File: src/rtl/score_pkg.sv
// Constants and FSM encoding shared by the score RAM and the score controller.
package score_pkg;

  localparam logic [2:0] TEAM_MAX_ADDR = 3'b111;
  localparam int         SCORE_W       = 6;
  localparam int         NUM_IDS       = 7;

  typedef enum logic {
    CLEAR = 1'b0,
    IDLE  = 1'b1
  } state_t;

endpackage

File: src/rtl/score_ram_array.sv
// Plain synchronous score storage plus the stage-1 read register; no reset on the array.
module score_ram_array #(
  parameter int ADDR_W = 3,
  parameter int WORD_W = 6
) (
  input  logic              clock,
  input  logic              we,
  input  logic [ADDR_W-1:0] waddr,
  input  logic [WORD_W-1:0] wdata,
  input  logic [ADDR_W-1:0] raddr,
  input  logic              rd_clr,
  output logic [WORD_W-1:0] rd_s1
);

  logic [WORD_W-1:0] mem [0:(1<<ADDR_W)-1];

  // Read-before-write falls out of the non-blocking update order.
  always_ff @(posedge clock) begin
    if (we) mem[waddr] <= wdata;
    rd_s1 <= rd_clr ? '0 : mem[raddr];
  end

endmodule

File: src/rtl/score_ram.sv
// Score RAM with self-clearing sweep and a 2-stage registered read.
// SCORE_RAM_PARITY_EN adds an even-parity bit per entry and a sticky parity_err.
module score_ram
  import score_pkg::*;
#(
  parameter int ADDR_W = 3,
  parameter int DATA_W = SCORE_W
) (
  input  logic              clock,
  input  logic              rst,
  input  logic [ADDR_W-1:0] address,
  input  logic [DATA_W-1:0] data,
  input  logic              wren,
  input  logic              clr_req,
  output logic [DATA_W-1:0] q,
  output logic              ready,
  output logic              parity_err
);

`ifdef SCORE_RAM_PARITY_EN
  localparam int WORD_W = DATA_W + 1;
`else
  localparam int WORD_W = DATA_W;
`endif

  state_t            state, state_n;
  logic [ADDR_W-1:0] clr_ptr;
  logic              clr_last;
  logic              we;
  logic [ADDR_W-1:0] waddr;
  logic [WORD_W-1:0] wdata;
  logic              rd_clr;
  logic [WORD_W-1:0] rd_s1;

  assign clr_last = (clr_ptr == {ADDR_W{1'b1}});

  always_ff @(posedge clock) begin
    if (!rst) state <= CLEAR;
    else      state <= state_n;
  end

  always_comb begin
    state_n = state;
    case (state)
      CLEAR:   if (clr_last) state_n = IDLE;
      IDLE:    if (clr_req)  state_n = CLEAR;
      default: state_n = CLEAR;
    endcase
  end

  always_comb begin
    ready  = (state == IDLE);
    we     = rst && ((state == CLEAR) || wren);
    waddr  = (state == CLEAR) ? clr_ptr : address;
    wdata  = '0;
    rd_clr = !rst || (state == CLEAR);
    if (state == IDLE) begin
`ifdef SCORE_RAM_PARITY_EN
      wdata = {^data, data};
`else
      wdata = data;
`endif
    end
  end

  // Pointer rests at 0 in IDLE so a new sweep always starts at entry 0.
  always_ff @(posedge clock) begin
    if (!rst || state == IDLE) clr_ptr <= '0;
    else                       clr_ptr <= clr_ptr + 1'b1;
  end

  score_ram_array #(
    .ADDR_W (ADDR_W),
    .WORD_W (WORD_W)
  ) u_array (
    .clock  (clock),
    .we     (we),
    .waddr  (waddr),
    .wdata  (wdata),
    .raddr  (address),
    .rd_clr (rd_clr),
    .rd_s1  (rd_s1)
  );

  // rd_s1 is zeroed throughout CLEAR so stale pre-clear words never reach q.
  always_ff @(posedge clock) begin
    if (!rst || state_n == CLEAR) q <= '0;
    else                          q <= rd_s1[DATA_W-1:0];
  end

`ifdef SCORE_RAM_PARITY_EN
  always_ff @(posedge clock) begin
    if (!rst || (state == IDLE && state_n == CLEAR)) parity_err <= 1'b0;
    else if (state == IDLE && (^rd_s1))              parity_err <= 1'b1;
  end
`else
  assign parity_err = 1'b0;
`endif

endmodule

File: config.mk
export PLATFORM = sky130hd
export DESIGN_NAME = score_ram
export DESIGN_NICKNAME = d
export VERILOG_FILES = /design/src/rtl/score_pkg.sv /design/src/rtl/score_ram_array.sv /design/src/rtl/score_ram.sv
export SDC_FILE = /design/constraint.sdc
export NUM_CORES = 1
export LEC_CHECK = 0
export CORE_ASPECT_RATIO = 1.1
export CORE_MARGIN = 10
export CORE_UTILIZATION = 35
export CTS_CLUSTER_SIZE = 14
export DETAILED_ROUTE_END_ITERATION = 6
export GPL_TIMING_DRIVEN = 0
export PLACE_DENSITY = 0.53
export REMOVE_ABC_BUFFERS = 1
export SETUP_SLACK_MARGIN = 0.02
export SYNTH_ARGS = -nofsm -noshare
export SYNTH_HDL_FRONTEND = slang
export SYNTH_HIERARCHICAL = 1
export SYNTH_SLANG_ARGS = --single-unit
File: constraint.sdc
create_clock -name clock -period 4.08 [get_ports clock]
set_clock_uncertainty 0.05 [all_clocks]
set_input_delay 0.816 -clock clock [delete_from_list [all_inputs] [get_ports clock]]
set_output_delay 0.816 -clock clock [all_outputs]
set_load 0.02 [all_outputs]
* After elaboration in Yosys (flattened, before gate mapping)
Memory sizes are Yosys's and may differ from the RTL's. A register that Yosys moved wholly into a read port is not among the register bits. Index checks and enable logic that the tools add are counted.
Storage, ports and cells: memory bits (writable) 48, memories kept 1, output and inout bits 8, memory bits (read-only) 0, register bits 10, logic and storage cells 21, latch bits 0
Cells by class: equality and inequality tests 1, shifts and indexed selects 0, add/subtract/negate cells 1, reduce and logical (&&, ||, !) cells 6, $lt $le $gt $ge 0, multipliers 0, bitwise logic cells 2, divide/modulo/power cells 0, mux-type cells 7
Memories:
- u_array.mem | words 8, bits a word 6, read ports 1, clocked after Yosys merged registers in 1, wr ports 1, RTL line score_ram_array.sv:15 | logic [WORD_W-1:0] mem [0:(1<<ADDR_W)-1];
Operators by type and width (number):
- $mux 6 | 1
- $logic_or 1x1->1 | 4
- $mux 1 | 4
- $add 3x1->3 const B | 1
- $eq 3x3->1 const B | 1
- $mux 3 | 1
- $not 1->1 | 2
- $pmux 1 s2 | 1
- $logic_and 1x1->1 | 1
- $logic_not 1->1 | 1

* Depth between registers and ports, before layout
depth in word-level cells 5, depth in mapped cells 4

* By module
The synthesis kept the hierarchy.
By module, submodules not included:
- score_ram_array | area an instance 2001.9 um^2, cells each 94, instances 1
- score_ram | area an instance 454.2 um^2, cells each 46, instances 1

* Worst setup path before layout
Ideal clock, no wire load.
path kind input -> register, from input port rst, to memory u_array.mem[0][0], enable pin, path buffers 1, data arrival time 1.801 ns, required time 3.653 ns, library setup time 0.377 ns, cell stages on the path 4, path slack 1.852 ns, cells stage by stage buf_2 > a21boi_0 > nand2b_1 > nor3_1
Between the ends: longest elaborated chain between the ends 3
Ends and longest elaborated chain:
- start: declaration | RTL line score_ram.sv:10 | input logic rst,
- $logic_and 1x1->1 | RTL line score_ram.sv:53 | we = rst && ((state == CLEAR) || wren);
- named net we | RTL line score_ram.sv:29 | logic we;
- $mux 1 | RTL line score_ram_array.sv:19 | if (we) mem[waddr] <= wdata;
- $mux 1 (implied by the code) | RTL line score_ram_array.sv:19
- end: declaration | RTL line score_ram_array.sv:15
The timed path passes the listed nets, and every way through them passes these cells.

* Worst setup path after layout
from input port address[0], to memory u_array.mem[4][3], enable pin
Between the ends: longest elaborated chain between the ends 1
Ends and longest elaborated chain:
- start: declaration | RTL line score_ram.sv:11 | input logic [ADDR_W-1:0] address,
- $mux 3 | RTL line score_ram.sv:54 | waddr = (state == CLEAR) ? clr_ptr : address;
- named net waddr[0] | RTL line score_ram.sv:30 | logic [ADDR_W-1:0] waddr;
The timed path passes the listed nets, and every way through them passes these cells.

==> results.yml <==
pwr:
  pwr-share-comb_pct: 5.5
  p_per_area_nw_per_um2: 423.7
  vdd_drop_max_mv: 0.1919
  leakage_nw: 0.9974
  switching_share_pct: 21.53
  power.switching_uw: 260.5
  power_frac_seq_pct: 58.7
  p_clk_share_pct: 35.8
  internal_power_uw: 949.7
layout:
  antenna_cells: 0
  area_growth_pct: 16.30
  post-route-util_pct: 42.57
  drive_gt1_share_pct: 19.64
  layout_common_cells: "edfxtp_1, clkdlybuf4s50_1, dfxtp_1, nor2_1, mux4_2"
  final_nets: 179
  fin_cells: 250
  final_common_cell: "edfxtp_1"
detailed_routing:
  dr.pass1.iters: 6
  drt_iter0_drc: 48
  wirelength_um: 4642
  vias: 1234
  drt-wirelength-per-cell_um: 18.57
  ant_nets: 0
  avgViaCountPerCell: 4.936
  drc: 0
synth:
  synth_top_flop_cell: "edfxtp_1"
  synth_area_um2: 2456
  seq_area_frac_synth_pct: 71.73
  synth_edf_count: 48
  synthDistinctLibCells: 26
  synth-seq-cells: 64
  ys_warn_count: 6
  avgSynthCellArea_um2: 17.54
  synth_async_sr_flop_share_pct: 0
  netlist_instances: 140
run:
  cap_violations: 0
clock_network:
  holdBufCountCts: 0
  cts-root-buf: "clkbuf_8"
  cts_setup_buffers: 0
  numClockSinks: 64
  cts.clk_slew.worst_paths_ns: 0.06
  postCtsResizedCells: 0
  clockBufferDepth: 2
  cts_made_buffers: 9
  htreeDepth: 3
  clkLatencyLatePin_ns: 0.33
  cts_tree: "yes"
timing:
  whs_ns: 0.3769
  slew_headroom_pct: 18.60
  tns_ns: 0
  rsz0062_at_grt: "no"
  hold_viol_final: 0
  maxSlewViolCount: 0
  setup_viol: 0
  finalCritPeriodShare_pct: 81.44
  fmax_ghz: 0.3009
  worst_pin_slew_ns: 1.212
  finalCriticalPeriod_ns: 3.323
die:
  io_pins: 21
  die_height_um: 107.9
  start_util_pct: 36.60
  fp-row-count: 31
  core_um2: 6710
  die_w_um: 99.87
  die_area_um2: 10770
global_routing:
  overflow: 0
  antenna_found_initial: 0
  track_usage_pct: 9.117
  grt_start_max_net_pins: 18
  grt_pass1_vias: 1327
  grt_pass1_wl_um: 7238
critical_path:
  start_kind: "input port"
  crit_path_end_kind: "flip-flop"
  worst_ep_required_time_ns: 3.97
  cpMaxStageDelayCell: "nor3_1"
  path_class: "input port to flip-flop"
  cp_max_fo: 13
  arrival_ns: 3.21
  cp_cell_sequence: "clkdlybuf4s50_1 -> mux2_2 -> nor3_1"
  slowest_delay_ns: 0.98
placed_design:
  detailed_place_hpwl_um: 3055
  routabilityCongestion: 0.6763
  port_buffers: 19
  dp_cells: 235
status:
  status: "complete, no violations"
worst_hold_path:
  min_path_type: "flip-flop to flip-flop"
==> stage by stage <==
stage	instance area (um^2)	setup WS, ns	power (mW)
3_5_place_dp	2704	0.2887	0.7918
3_3_place_gp	2704	0.3167	0.7896
4_1_cts	2856	0.6444	1.227
5_1_grt	2856	0.5528	1.261
2_1_floorplan	2411	1.923	0.7589
6_report	2856	0.7571	1.210
==> worst max-delay path, delay by kind of cell <==
kind | cells | cell delay [ns]
buffers and inverters | 1 | 0.86
muxes | 1 | 0.55
and+or+nand+nor | 1 | 0.98
==> power groups by stage <==
stage,logic (mW),clock network [mW],registers [mW]
floorplan,0.0362,0,0.723
global placement,0.0659,0,0.724
detailed placement,0.0670,0,0.725
CTS,0.0671,0.449,0.711
global route,0.0715,0.479,0.711
finish,0.0661,0.434,0.710
==> Yosys cell counts (3+ instances only) <==
cell type	instances	area share, %
a21oi_1	6	1.2
nand2_1	9	1.4
mux2_2	3	1.4
and2_2	5	1.5
buf_2	3	0.61
mux2i_1	6	2.4
edfxtp_1	48	59
mux4_2	10	9.2
nor2_1	12	1.8
dfxtp_1	16	13
nand2b_1	3	0.76
==> final cells by class <==
class | count | area (um^2)
Timing Repair Buffer | 19 | 190.2
Inverter | 1 | 3.754
Sequential cell | 64 | 1762
Clock buffer | 10 | 127.6
Multi-Input combinational cell | 69 | 645.6
Clock inverter | 5 | 25.02
Fill cell | 599 | 3854
Tap cell | 82 | 102.6
==> cell families (layout without fill, tap and decap cells) <==
group                      count (synthesis)  in the layout  synth area share [%]
other                                      1              1                0.1527
buffers and inverters                      7             35                 1.986
AOI/OAI and AO/OA                          8              8                 1.834
adders and majority gates                  2              2                 1.019
and+or+nand+nor                           37             37                 8.151
DFF                                       64             64                 71.73
muxes                                     21             21                 15.13
==> per-layer routing <==
layer  track usage, %  share of wire [%]  up-vias
li1                 -                  -      575
met1            10.41                 42      602
met2            14.29                 49       49
met3            3.276                7.2        8
met4            5.533                2.2        0
met5                0                  0        -
==> final timing paths <==
check | end | start | cells past startpoint | slack [ns]
worst max register to register | u_array/mem[0][3] | ready | 3 | 1.39
worst min register to register | q[1] | u_array/rd_s1[1] | 2 | 0.38
worst max-delay path | u_array/mem[4][3] | address[0] | 3 | 0.76
worst min-delay path | q[1] | u_array/rd_s1[1] | 2 | 0.38
==> sequential cells by signal (all words and copies together), names as in the netlist <==
| register | cells |
|---|---|
| clr_ptr | 3 |
| u_array/mem | 48 |
| u_array/rd_s1 | 6 |
| q | 6 |
| ready | 1 |
Power figures use the tool's default switching activity.
